**src/rtl/sys_gpio_pkg.sv**
```systemverilog
// Shared address map and address type for the sys_gpio_port GPIO bank.
package sys_gpio_pkg;

    typedef logic [2:0] addr_t;

    localparam addr_t ADDR_DATA    = 3'd0;
    localparam addr_t ADDR_DIR     = 3'd1;
    localparam addr_t ADDR_IRQMASK = 3'd2;
    localparam addr_t ADDR_EDGECAP = 3'd3;
    localparam addr_t ADDR_OUTSET  = 3'd4;
    localparam addr_t ADDR_OUTCLR  = 3'd5;
    localparam addr_t ADDR_RISE_EN = 3'd6;
    localparam addr_t ADDR_FALL_EN = 3'd7;

endpackage

```
**src/rtl/sys_gpio_sync.sv**
```systemverilog
// Multi-stage flop synchroniser bringing asynchronous pad inputs into the clk domain.
module sys_gpio_sync
    import sys_gpio_pkg::*;
#(
    parameter int WIDTH       = 32,
    parameter int SYNC_STAGES = 2
) (
    input  logic             clk,
    input  logic             reset,
    input  logic [WIDTH-1:0] d,
    output logic [WIDTH-1:0] q
);

    logic [WIDTH-1:0] stage [SYNC_STAGES];

    always_ff @(posedge clk) begin
        if (reset) begin
            for (int i = 0; i < SYNC_STAGES; i++) begin
                stage[i] <= '0;
            end
        end else begin
            stage[0] <= d;
            for (int i = 1; i < SYNC_STAGES; i++) begin
                stage[i] <= stage[i-1];
            end
        end
    end

    assign q = stage[SYNC_STAGES-1];

endmodule

```
**src/rtl/sys_gpio_port.sv**
```systemverilog
// Avalon-MM GPIO bank: output data with atomic set/clear, direction, synchronised inputs.
// Define SYS_GPIO_EDGE_CAPTURE_EN to build edge capture, IRQMASK/RISE_EN/FALL_EN and irq.
module sys_gpio_port
    import sys_gpio_pkg::*;
#(
    parameter int               WIDTH       = 32,
    parameter int               SYNC_STAGES = 2,
    parameter logic [WIDTH-1:0] RESET_OUT   = '0,
    parameter logic [WIDTH-1:0] RESET_DIR   = '0
) (
    input  logic             clk,
    input  logic             reset,
    input  addr_t            address,
    input  logic             chipselect,
    input  logic             write_n,
    input  logic [31:0]      writedata,
    output logic [31:0]      readdata,
    input  logic [WIDTH-1:0] gpio_in,
    output logic [WIDTH-1:0] gpio_out,
    output logic [WIDTH-1:0] gpio_oe,
    output logic             irq
);

    logic             wr_en;
    logic [WIDTH-1:0] wdata;
    logic [WIDTH-1:0] sync_in;
    logic [WIDTH-1:0] out_q;
    logic [WIDTH-1:0] dir_q;
    logic [WIDTH-1:0] rd_val;
    logic             unused_wdata;

    assign wr_en        = chipselect & ~write_n;
    assign wdata        = writedata[WIDTH-1:0];
    // Bits above WIDTH are deliberately dropped.
    assign unused_wdata = ^writedata;

    sys_gpio_sync #(
        .WIDTH       (WIDTH),
        .SYNC_STAGES (SYNC_STAGES)
    ) u_sync (
        .clk   (clk),
        .reset (reset),
        .d     (gpio_in),
        .q     (sync_in)
    );

    always_ff @(posedge clk) begin
        if (reset) begin
            out_q <= RESET_OUT;
            dir_q <= RESET_DIR;
        end else if (wr_en) begin
            case (address)
                ADDR_DATA:   out_q <= wdata;
                ADDR_DIR:    dir_q <= wdata;
                ADDR_OUTSET: out_q <= out_q | wdata;
                ADDR_OUTCLR: out_q <= out_q & ~wdata;
                default: ;
            endcase
        end
    end

    assign gpio_out = out_q;
    assign gpio_oe  = dir_q;

`ifdef SYS_GPIO_EDGE_CAPTURE_EN
    logic [WIDTH-1:0] prev_q;
    logic [WIDTH-1:0] mask_q;
    logic [WIDTH-1:0] cap_q;
    logic [WIDTH-1:0] rise_q;
    logic [WIDTH-1:0] fall_q;
    logic [WIDTH-1:0] edges;
    logic [WIDTH-1:0] cap_clr;
    logic             irq_q;

    // A new edge wins over a same-cycle clear so no edge is ever lost.
    always_comb begin
        edges   = (sync_in & ~prev_q & rise_q) | (~sync_in & prev_q & fall_q);
        cap_clr = (wr_en && address == ADDR_EDGECAP) ? wdata : '0;
    end

    always_ff @(posedge clk) begin
        if (reset) begin
            prev_q <= '0;
            mask_q <= '0;
            cap_q  <= '0;
            rise_q <= '0;
            fall_q <= '0;
            irq_q  <= 1'b0;
        end else begin
            prev_q <= sync_in;
            cap_q  <= (cap_q & ~cap_clr) | edges;
            irq_q  <= |(cap_q & mask_q);
            if (wr_en) begin
                case (address)
                    ADDR_IRQMASK: mask_q <= wdata;
                    ADDR_RISE_EN: rise_q <= wdata;
                    ADDR_FALL_EN: fall_q <= wdata;
                    default: ;
                endcase
            end
        end
    end

    assign irq = irq_q;
`else
    assign irq = 1'b0;
`endif

    always_comb begin
        rd_val = '0;
        case (address)
            ADDR_DATA:   rd_val = sync_in;
            ADDR_DIR:    rd_val = dir_q;
            ADDR_OUTSET: rd_val = out_q;
            ADDR_OUTCLR: rd_val = out_q;
`ifdef SYS_GPIO_EDGE_CAPTURE_EN
            ADDR_IRQMASK: rd_val = mask_q;
            ADDR_EDGECAP: rd_val = cap_q;
            ADDR_RISE_EN: rd_val = rise_q;
            ADDR_FALL_EN: rd_val = fall_q;
`endif
            default:     rd_val = '0;
        endcase
        readdata = '0;
        readdata[WIDTH-1:0] = rd_val;
    end

endmodule
```
**config.mk**
```make
export PLATFORM = sky130hd
export DESIGN_NAME = sys_gpio_port
export DESIGN_NICKNAME = d
export VERILOG_FILES = /design/src/rtl/sys_gpio_pkg.sv /design/src/rtl/sys_gpio_sync.sv /design/src/rtl/sys_gpio_port.sv
export SDC_FILE = /design/constraint.sdc
export NUM_CORES = 1
export LEC_CHECK = 0
export CORE_UTILIZATION = 40
export DETAILED_ROUTE_END_ITERATION = 16
export PLACE_DENSITY = 0.71
export SKIP_CTS_REPAIR_TIMING = 1
export SLEW_MARGIN = 20
export SYNTH_ARGS = -nofsm -noshare
export SYNTH_HDL_FRONTEND = slang
export SYNTH_SLANG_ARGS = --single-unit
```
**constraint.sdc**
```tcl
create_clock -name clk -period 1.45 [get_ports clk]
set_input_delay 0.2175 -clock clk [delete_from_list [all_inputs] [get_ports clk]]
set_output_delay 0.2175 -clock clk [all_outputs]
set_load 0.01 [all_outputs]
```
# Yosys cells after proc, flatten, opt, wreduce, memory -nomap -nowiden
# Memory sizes are Yosys's and may differ from the RTL's.
# Cells that the tools add are included.
word_totals:
  ram_bits: 64
  inputBits: 71
  out_inout_bits: 97
  reg_bits: 64
  n_memories: 1
  elab_cells: 25
mem_list:
  columns: ["memory", "words", "width", "read_ports", "rd_clocked_by_memory_dff", "write_ports", "line", "rtl"]
  rows:
  - ["u_sync.stage", 2, 32, 2, 0, 2, "sys_gpio_sync.sv:14", "logic [WIDTH-1:0] stage [SYNC_STAGES];"]
op_classes:
  reduce_logical: 5
  n_eq_ne: 3
  bitwise_logic: 7
  n_mux: 7
ops:
  columns: ["cell", "n"]
  rows:
  - ["$pmux 32 s3", 2]
  - ["$mux 32", 2]
  - ["$and 32x32->32", 1]
  - ["$not 32->32", 1]
  - ["$or 32x32->32", 1]
  - ["$eq 3x3->1 const B", 2]
  - ["$reduce_and 2->1", 2]
  - ["$eq 3x1->1 const B", 1]
  - ["$logic_not 3->1", 1]
  - ["$mux 1", 3]
  - ["$reduce_bool 3->1", 1]
  - ["$or 1x1->1", 2]
  - ["$reduce_or 2->1", 1]
  - ["$and 1x1->1", 1]
  - ["$not 1->1", 1]

# Logic depth before layout (Yosys ltp)
logic_depth:
  depth_word: 3
  depth_mapped: 6
  mapped_depth_nobuf: 3

# By module
# Synthesis repeated with hierarchy kept, for this count alone.
unflattened:
  cells_unflattened: 536
  area_unflattened_um2: 5708.0
by_module_without_submodules:
  columns: ["module", "seq_area_each_um2", "instances", "cells_each", "area_each_um2"]
  rows:
  - ["sys_gpio_port", 1281.2, 1, 369, 3549.7]
  - ["sys_gpio_sync", 1281.2, 1, 167, 2158.3]

# Worst setup path after synthesis
# OpenSTA, ideal clock, no wires.
synth_timing:
  path_type: "in2out"
  start: "input port address[0]"
  end: "output port readdata[10]"
  slack_ns: 0.078
  t_required_ns: 1.233
  path_buffers: 2
  t_arrival_ns: 1.155
  stages: 5
  cell_sequence: "buf_2 buf_2 mux2_2 mux2i_1 nor2_1"
synth_via:
  elab_chain_cells: 3
  elab_cells_between_ends: 6
  classes_between: "3 x eq/ne; 1 x mux; 2 x reduce/logical"
synth_lines:
  columns: ["item", "line", "rtl"]
  rows:
  - ["from (decl)", "sys_gpio_port.sv:13", "input addr_t address,"]
  - ["$eq 3x3->1", "sys_gpio_port.sv:111", "case (address)"]
  - ["$reduce_or 2->1 (no line)", null, null]
  - ["$pmux 32 s3 *", "sys_gpio_port.sv:111", null]
  - ["to (decl)", "sys_gpio_port.sv:17", "output logic [31:0] readdata,"]
# Mark *: on every way between the ends. The rest lies on a longest branch, timed or not.

# Worst setup path after layout
layout_timing:
  start: "register dir_q[1], in the netlist gpio_oe[1]"
  end: "output port readdata[1]"
layout_via:
  elab_chain_cells: 1
layout_lines:
  columns: ["item", "line", "rtl"]
  rows:
  - ["from (decl)", "sys_gpio_port.sv:28", "logic [WIDTH-1:0] dir_q;"]
  - ["from (signal assigned)", "sys_gpio_port.sv:54", "ADDR_DIR: dir_q <= wdata;"]
  - ["$pmux 32 s3", "sys_gpio_port.sv:111", null]
# Every way passes these cells.

==> out/metrics.yaml <==
outcome: "finished with violations"
violations: "setup timing"
routed-via-count: 4758
timing.final.crit_share_pct: 112.0
synth_fp_nets: 575
maxSlewHeadroom_pct: 59.48
clock_sinks: 128
crit_chain: "mux2_2 -> mux2i_2 -> nor2_1 -> clkbuf_2"
die_area_um2: 13610
start_util_pct: 41.35
crit_slowest_cell: "dfxtp_1"
worst_slack_ps: -173.3
ys_seq_elements: 128
yosys.area.top_type: "dfxtp_1"
hp-class: "primary input to flip-flop"
path_class: "flip-flop to output pin"
worst-path-buf-inv: 1
synthArstFlopShare_pct: 0
switching_share_pct: 23.02
seqPwrFrac_pct: 43.9
synth.area.top_cells: "dfxtp_1 49%, nor2b_1 7.6%, mux2_2 6.9%"
grt_pass1_vias: 4758
wire_per_inst_um: 17.80
preCtsSetupSlack_ps: -564.4
die_y_um: 116.7
postRouteAntennaNets: 0
core_area_um2: 12720
tightest_slew_ps: 606.5
cts-htree-levels: 4
finalHoldViolCount: 0
grt_max_degree: 46
path_max_fanout: 2
drv_slew: 0
first_pass_iters: 4
nets: 796
powerDensity_nw_per_um2: 1014
wl_met2_um: 8162
yosys_warnings: 0
place_area_um2: 7538
setup_violations: 32
dp_hpwl_um: 10640
clkTransAtPathRegs_ps: 60
final_area_um2: 8257
antenna_found_initial: 1
seq_area_frac_synth_pct: 48.72
grt_pass1_wl_um: 23920
power_frac_clock_pct: 45.2
vias_per_cell: 5.240
fmax_mhz: 616.0
skew_ps: 5.538
yosys-top-cells-count: "128 x dfxtp_1, 64 x nor2b_1"
leakage_nw: 4.439
ys_types: 21
yosysMostFrequentCell: "dfxtp_1"
top_layer: "met4"
drive_gt1_share_pct: 27.07
routed_wl_um: 16170
ir_drop_mv: 0.6538
synth_edf_count: 0
wirelength_met1_um: 6859
end_kind: "output pin"
crit_path_start_kind: "flip-flop"
syn_avg_cell_area_um2: 10.44
synthFlopType: "dfxtp_1"
gr-total-overflow: 0
combPwrFrac_pct: 10.8
syn_area_um2: 5260
grt_usage_pct: 23.24
drc: 0
crit_required_ps: 1230
cts_buffers: 17
cpPeakStageDelay_ps: 310
worstSkewPairLatency_ps: 410
rows: 41
area_growth_pct: 56.97
io_buffers: 166
internal_power_w: 0.006448
die_w_um: 116.7
layout_min_cycle_time_ps: 1623
drv_cap: 0
gp_congestion: 0.8027
root_buffer: "clkbuf_16"
ios: 168
routed-wl-met3_um: 906
cts_tree: "yes"
synthCells: 504
critPathTopFamily: "multiplexers"
drt_iter0_drc: 397
synth.top_cell.area_share_pct: 48.72
rsz0062_at_grt: "yes"
crit_arrival_ps: 1410
netSwitchingPower_w: 0.001928
clock_path_buffers: 2
-- stage by stage --
step           hold slack, ps  std cells  total power [W]  setup TNS [ps]  util (%)
2_1_floorplan           345.7        504         0.004136               0         -
3_3_place_gp            417.4        872         0.004619          -39920     59.25
3_5_place_dp            423.1        872         0.004640          -42250     59.25
4_1_cts                 182.9        901         0.008404          -27640     63.37
5_1_grt                 224.2        908         0.008652           -4158     64.90
6_report                227.4        908         0.008376           -2115     64.90
-- area by class of cell --
class / count / area (um2)
flip-flops and latches: 128 / 2575
fillers: 1049 / 4466
repair buffers: 250 / 2425
clock buffers: 23 / 488.0
diodes: 1 / 2.502
clock inverters: 6 / 35.03
well taps: 172 / 215.2
multi-input cells: 328 / 2516
-- worst min-delay path, delay by kind of cell --
family / cells / cell delay, ps
buffers and inverters: 2 / 320
AND/OR/NAND/NOR: 1 / 50
-- layout by cell type (no fill, tap or decap) --
cell	synthesis	layout
dfxtp_1	128	118
buf_4	2	73
dlymetal6s2s_1	0	67
nor2b_1	64	64
clkdlybuf4s50_1	0	64
nor2_1	32	32
a221o_1	32	32
nand4b_1	32	32
o21ai_0	32	32
a21oi_1	32	32
nor3b_1	32	31
mux2i_1	32	28
mux2_2	32	23
clkbuf_2	0	23
clkbuf_16	0	19
buf_2	14	11
dfxtp_2	0	10
mux2_4	0	9
buf_12	0	7
mux2i_2	0	4
clkinv_2	0	4
clkbuf_8	0	4
a21oi_4	0	2
or3b_4	1	2
clkbuf_1	26	2
clkinvlp_4	0	2
buf_6	7	2
diode_2	0	1
nor3b_4	1	1
nand2b_1	1	1
nor3_4	1	1
nor3b_2	0	1
conb_1	1	1
buf_8	0	1
-- layer usage --
| layer | vias up | GRT usage, % |
|---|---|---|
| met5 | - | 0 |
| met4 | 0 | 8.017 |
| met3 | 21 | 4.878 |
| met2 | 149 | 40.00 |
| met1 | 2324 | 28.79 |
| li1 | 2264 | - |
-- path summary, 6_finish.rpt --
check / startpoint / end / slack (ps) / depth (start not counted)
worst max-delay path: gpio_oe[1]$_SDFFE_PP0P_ / readdata[1] / -170 / 4
worst min-delay path: reset / u_sync.stage[0][6]$_SDFF_PP0_ / 230 / 3
worst max register to register: gpio_out[28]$_SDFFE_PP0P_ / gpio_out[28]$_SDFFE_PP0P_ / 460 / 3
worst min register to register: u_sync.stage[0][9]$_SDFF_PP0_ / u_sync.stage[0][41]$_SDFF_PP0_ / 430 / 1
-- state kept, by name, summed over array words and instances (netlist names) --
name          count
u_sync.stage     64
gpio_out         32
gpio_oe          32
-- power groups by stage --
stage	logic, W	registers (W)	clock network [W]
global route	0.000962	0.00369	0.00400
detailed placement	0.000888	0.00375	0
CTS	0.000892	0.00368	0.00383
global placement	0.000871	0.00375	0
finish	0.000907	0.00368	0.00379
floorplan	0.000375	0.00376	0
-- cells by family after synthesis --
logic type / after synthesis / synth area share (%)
AOI/OAI and AO/OA: 97 / 12.35
muxes: 64 / 12.94
DFF: 128 / 48.72
buffers and inverters: 49 / 4.971
other: 1 / 0.07129
and+or+nand+nor: 165 / 20.96
Power figures use the tool's default switching activity.
